===== src/rtl/branch_pc_unit_pkg.sv =====
// Shared definitions for the branch/PC unit: sequencer states, branch
// condition encodings and default geometry of the program counter.
package branch_pc_unit_pkg;

    // Default program-counter width and start address.
    localparam int          DEFAULT_PC_W     = 10;
    localparam int unsigned DEFAULT_START_PC = 0;

    // Width of the signed relative branch offset.
    localparam int OFFSET_W = 8;

    // Execution sequencer states.
    typedef enum logic [1:0] {
        ST_IDLE = 2'b00,
        ST_RUN  = 2'b01,
        ST_HALT = 2'b10
    } state_t;

    // Branch condition select encodings (index into the flag register).
    typedef enum logic [1:0] {
        COND_ZERO   = 2'b00,
        COND_BEVEN  = 2'b01,
        COND_PARITY = 2'b10,
        COND_EQUAL  = 2'b11
    } branch_cond_t;

    // Bit positions of each flag inside the packed {ZERO,BEVEN,PARITY,EQUAL} word.
    localparam int FLAG_ZERO   = 3;
    localparam int FLAG_BEVEN  = 2;
    localparam int FLAG_PARITY = 1;
    localparam int FLAG_EQUAL  = 0;

endpackage


===== src/rtl/branch_pc_unit_cond_eval.sv =====
// Combinational branch decision: pick one registered flag by the condition
// select, optionally invert it, and gate with the branch enable.
module branch_cond_eval
    import branch_pc_unit_pkg::*;
(
    input  logic [3:0] flags,
    input  logic       branch_en,
    input  logic [1:0] branch_cond,
    input  logic       branch_inv,
    output logic       taken
);

    logic selected;

    // Select the flag named by the condition code and form the decision.
    always_comb begin
        selected = 1'b0;
        case (branch_cond_t'(branch_cond))
            COND_ZERO:   selected = flags[FLAG_ZERO];
            COND_BEVEN:  selected = flags[FLAG_BEVEN];
            COND_PARITY: selected = flags[FLAG_PARITY];
            COND_EQUAL:  selected = flags[FLAG_EQUAL];
            default:     selected = 1'b0;
        endcase
        taken = branch_en & (selected ^ branch_inv);
    end

endmodule


===== src/rtl/branch_pc_unit.sv =====
// Program-counter sequencer with conditional branching on registered ALU
// flags. A three-state sequencer (IDLE/RUN/HALT) gates all PC and flag
// updates; branches resolve in one cycle using the flags as they stood at
// the start of the cycle. dbg_state mirrors the registered sequencer state.
module branch_pc_unit
    import branch_pc_unit_pkg::*;
#(
    // PC_W must be wider than the 8-bit relative offset.
    parameter int              PC_W     = DEFAULT_PC_W,
    parameter logic [PC_W-1:0] START_PC = PC_W'(DEFAULT_START_PC)
) (
    input  logic            clk,
    input  logic            reset_n,
    input  logic            start,
    input  logic            halt,
    input  logic            stall,
    input  logic            flag_we,
    input  logic            zero,
    input  logic            beven,
    input  logic            parity,
    input  logic            equal,
    input  logic            branch_en,
    input  logic [1:0]      branch_cond,
    input  logic            branch_inv,
    input  logic            branch_abs,
    input  logic [PC_W-1:0] target,
    input  logic [7:0]      offset,
    output logic [PC_W-1:0] pc,
    output logic [3:0]      flags,
    output logic            fetch_valid,
    output logic            taken,
    output logic            done,
    output logic [1:0]      dbg_state
);

    localparam int EXT_W = PC_W - OFFSET_W;

    state_t          state;
    logic            branch_taken;
    logic [PC_W-1:0] pc_seq;
    logic [PC_W-1:0] pc_branch;
    logic [3:0]      alu_flags;

    assign alu_flags = {zero, beven, parity, equal};
    assign dbg_state = state;

    branch_cond_eval u_cond_eval (
        .flags       (flags),
        .branch_en   (branch_en),
        .branch_cond (branch_cond),
        .branch_inv  (branch_inv),
        .taken       (branch_taken)
    );

    // Candidate next addresses: sequential and branch target (both wrap mod 2^PC_W).
    always_comb begin
        pc_seq    = pc + PC_W'(1);
        pc_branch = pc + {{EXT_W{offset[7]}}, offset};
        if (branch_abs) begin
            pc_branch = target;
        end
    end

    // Sequencer with registered PC, flags and status outputs.
    always_ff @(posedge clk or negedge reset_n) begin
        if (!reset_n) begin
            state       <= ST_IDLE;
            pc          <= START_PC;
            flags       <= 4'b0000;
            taken       <= 1'b0;
            fetch_valid <= 1'b0;
            done        <= 1'b0;
        end else begin
            case (state)
                ST_IDLE, ST_HALT: begin
                    // Everything holds until a new Start restarts the program.
                    if (start) begin
                        state       <= ST_RUN;
                        pc          <= START_PC;
                        fetch_valid <= 1'b1;
                        done        <= 1'b0;
                    end
                end
                ST_RUN: begin
                    // Flag capture is independent of halt, stall and branch.
                    if (flag_we) begin
                        flags <= alu_flags;
                    end
                    if (halt) begin
                        state       <= ST_HALT;
                        taken       <= 1'b0;
                        fetch_valid <= 1'b0;
                        done        <= 1'b1;
                    end else if (stall) begin
                        taken <= 1'b0;
                    end else if (branch_taken) begin
                        pc    <= pc_branch;
                        taken <= 1'b1;
                    end else begin
                        pc    <= pc_seq;
                        taken <= 1'b0;
                    end
                end
                default: begin
                    state       <= ST_IDLE;
                    pc          <= START_PC;
                    taken       <= 1'b0;
                    fetch_valid <= 1'b0;
                    done        <= 1'b0;
                end
            endcase
        end
    end

endmodule

===== config.mk =====
export PLATFORM = sky130hd
export DESIGN_NAME = branch_pc_unit
export DESIGN_NICKNAME = d
export VERILOG_FILES = /design/src/rtl/branch_pc_unit_pkg.sv /design/src/rtl/branch_pc_unit_cond_eval.sv /design/src/rtl/branch_pc_unit.sv
export SDC_FILE = /design/constraint.sdc
export NUM_CORES = 1
export LEC_CHECK = 0
export CORE_UTILIZATION = 30
export DETAILED_ROUTE_END_ITERATION = 7
export RECOVER_POWER = 25
export SLEW_MARGIN = 20
export SYNTH_ARGS = -nofsm -noshare
export SYNTH_HDL_FRONTEND = slang
export SYNTH_SLANG_ARGS = --single-unit

===== constraint.sdc =====
create_clock -name clk -period 4.9 [get_ports clk]
set_clock_uncertainty 0.2 [all_clocks]
set_input_delay 1.225 -clock clk [delete_from_list [all_inputs] [get_ports clk]]
set_output_delay 1.225 -clock clk [all_outputs]
set_load 0.01 [all_outputs]

==> flow_metrics.tcl <==
set metrics [dict create \
    syn_avg_cell_area_um2 8.562 \
    clock_sinks 18 \
    post-place-ws_ns 0.9632 \
    grt_pass1_vias 1312 \
    crit_family "simple AND/OR/NAND/NOR gates" \
    ys_seq_elements 18 \
    synth_cell_type_count 48 \
    timing.final.crit_share_pct 75.07 \
    syn_to_final_growth_pct 41.95 \
    run_status "finished clean" \
    cts_setup_buffers 0 \
    required_ns 4.90 \
    p_per_area_nw_per_um2 263.2 \
    setup_ws_ns 1.222 \
    antennaDiodeCount 0 \
    critPathMaxStageDelay_ns 0.53 \
    post_drt_wl_per_cell_um 13.06 \
    drtAntennaViolNets 0 \
    htree_levels 1 \
    finalHoldViolations 0 \
    root_buffer "clkbuf_8" \
    cts_tree "done" \
    max_freq_mhz 271.9 \
    clk_path_buf_depth 2 \
    yosysMostFrequentCell "nand2_1" \
    synth_area_leaders "dfrtp_1 (30%), ha_1 (8.2%), nand2_1 (5.2%)" \
    worstPathMaxFanout 13 \
    power_switching_mw 0.1903 \
    post-route-drc-count 0 \
    arrival_ns 3.68 \
    coreArea_um2 4817 \
    yosys.area.top_type "dfrtp_1" \
    dieArea_um2 5369 \
    layout-drive-gt1-share_pct 6.957 \
    grt_remaining_overflow 0 \
    antenna_found_initial 0 \
    path_cells "clkdlybuf4s50_1 > mux4_2 > xnor2_2 > nand2b_1 > a211oi_2 > or4b_1 > nand3_1" \
    crit_type "primary input to register" \
    num_rows 25 \
    pwr-share-clk_pct 22.1 \
    share_seq_of_total_power_pct 35.4 \
    rsz0062_at_grt "false" \
    fin_crit_ns 3.678 \
    ctsResizeCount 0 \
    tightestPinTransition_ns 0.8497 \
    syn_inst 178 \
    internal_power_mw 0.3791 \
    cp_slowest_cell "mux4_2" \
    numCtsBuffers 3 \
    grt_max_degree 19 \
    end_kind "register" \
    p_comb_share_pct 42.6 \
    clk_latency_ns 0.26 \
    nNetsFinal 275 \
    synthFlopType "dfrtp_1" \
    slew_headroom_pct 43.17 \
    seq_area_frac_synth_pct 29.56 \
    switching_share_pct 33.42 \
    power.static_leakage_nw 0.8613 \
    num_vias 1493 \
    synth_top_area_share_pct 29.56 \
    fin_util_pct 44.91 \
    track_usage_pct 15.09 \
    dpl.hpwl_um 2977 \
    hold_path_class "register to register" \
    finalMaxSlewViolations 0 \
    final_area_um2 2163 \
    pin_count 52 \
    fin_hold_ws_ns 0.3360 \
    peakVddDrop_uv 99.37 \
    drtIter0Drc 76 \
    setup_violations 0 \
    hold_buffers 0 \
    die_w_um 73.28 \
    place_area_um2 2108 \
    syn-cell-area_um2 1524 \
    synth_commonest_cells "nand2_1 (21), dfrtp_1 (18), nor2_1 (11)" \
    regArea_um2 450.4 \
    start_util_pct 31.64 \
    die_h_um 73.28 \
    yosys_warnings 0 \
    clk_pin_slew_ns 0.08 \
    max_cap_violations 0 \
    synth_edf_count 0 \
    firstDrtPassIters 4 \
    multi_input_area_um2 1018 \
    fillers 497 \
    port_buffers 51 \
    via_per_inst 5.027 \
    grt_pass1_wl_um 6203 \
    start_kind "primary input" \
    async_flop_share_pct 100.0 \
    place_congestion 0.8571 \
    critPathBufInv 1 \
    syn-num-nets 222 \
    drt-total-wl_um 3880 \
    tns_ns 0 \
]
==> cell usage in the layout (no fill, tap or decap), types with 2 or more instances in the layout <==
master	synthesis	final
clkdlybuf4s50_1	0	47
nand2_1	21	21
dfrtp_1	18	18
nor2_1	11	11
ha_1	10	10
nor3_1	9	9
inv_1	8	8
o21ai_0	8	8
a21oi_1	8	8
a31oi_1	6	6
nand2b_1	5	5
mux2_2	5	5
mux2i_1	4	4
xnor2_1	4	4
o211ai_1	4	4
o21ai_1	4	4
clkbuf_8	0	4
dlygate4sd3_1	0	4
nor2b_1	3	3
o21a_1	3	3
nand3_1	3	3
o21bai_1	3	3
xor2_1	3	3
o31ai_1	3	3
o22ai_1	2	2
and2_1	2	2
a21o_1	2	2
nor4_1	2	2
or4b_1	2	2
and3_1	2	2
buf_4	1	2
==> cell families (layout without fill, tap and decap cells) <==
group / count (synthesis) / in the layout / synth area share (%)
compound gates: 49 / 49 / 20.94
xor+xnor: 8 / 8 / 5.091
fa+ha+maj: 11 / 11 / 9.524
buf+inv: 13 / 65 / 3.613
flops: 18 / 18 / 29.56
mux: 10 / 10 / 7.799
simple gates: 69 / 69 / 23.48
==> tightest hold or removal path, stage by stage (launching register included) <==
cell	delay (ns)
dfrtp_1	0.38
inv_1	0.05
o21ai_0	0.06
==> layout make-up <==
| cell class | count | area share (%) |
|---|---|---|
| flip-flops and latches | 18 | 20.82 |
| clock buffers | 4 | 2.545 |
| well taps | 67 | 3.875 |
| inverters | 8 | 1.388 |
| multi-input cells | 147 | 47.08 |
| repair buffers | 53 | 24.29 |
==> per-stage QoR <==
step	total power, mW	instances
after floorplan	0.3375	178
after global placement	0.4478	293
after detailed placement	0.4493	293
after CTS	0.5764	297
after global routing	0.6102	297
final	0.5694	297
==> worst paths after layout <==
| path | startpoint | endpoint | slack [ns] | cells past startpoint |
|---|---|---|---|---|
| max | branch_cond[0] | pc[9]$_DFFE_PN0P_ | 1.22 | 7 |
| max in group asynchronous | reset_n | pc[4]$_DFFE_PN0P_ | 2.65 | 1 |
| max reg2reg | flags[0]$_DFFE_PN0P_ | pc[9]$_DFFE_PN0P_ | 2.30 | 6 |
| min | taken$_DFFE_PN0P_ | taken$_DFFE_PN0P_ | 0.34 | 2 |
| min reg2reg | taken$_DFFE_PN0P_ | taken$_DFFE_PN0P_ | 0.34 | 2 |
| min in group asynchronous | reset_n | pc[9]$_DFFE_PN0P_ | 1.31 | 1 |
==> power groups by stage <==
stage                     clock network (mW)  logic [mW]  registers, mW
final                                  0.126       0.242          0.201
after global routing                   0.136       0.268          0.206
after CTS                              0.129       0.245          0.202
after detailed placement                   0       0.245          0.205
after global placement                     0       0.243          0.204
after floorplan                            0       0.126          0.211
==> registers in the layout, indices dropped and copies added (netlist names) <==
register,count
done,1
flags,4
dbg_state,1
pc,10
taken,1
fetch_valid,1
==> per-layer routing <==
layer | track usage (%) | vias up | wire (um)
met5 | 0 | - | 0
met4 | 1.307 | 0 | 7
met3 | 3.292 | 2 | 157
met2 | 23.97 | 38 | 1826
met1 | 21.78 | 688 | 1888
li1 | - | 765 | -
Note: power is estimated with default switching activity, not from simulation.
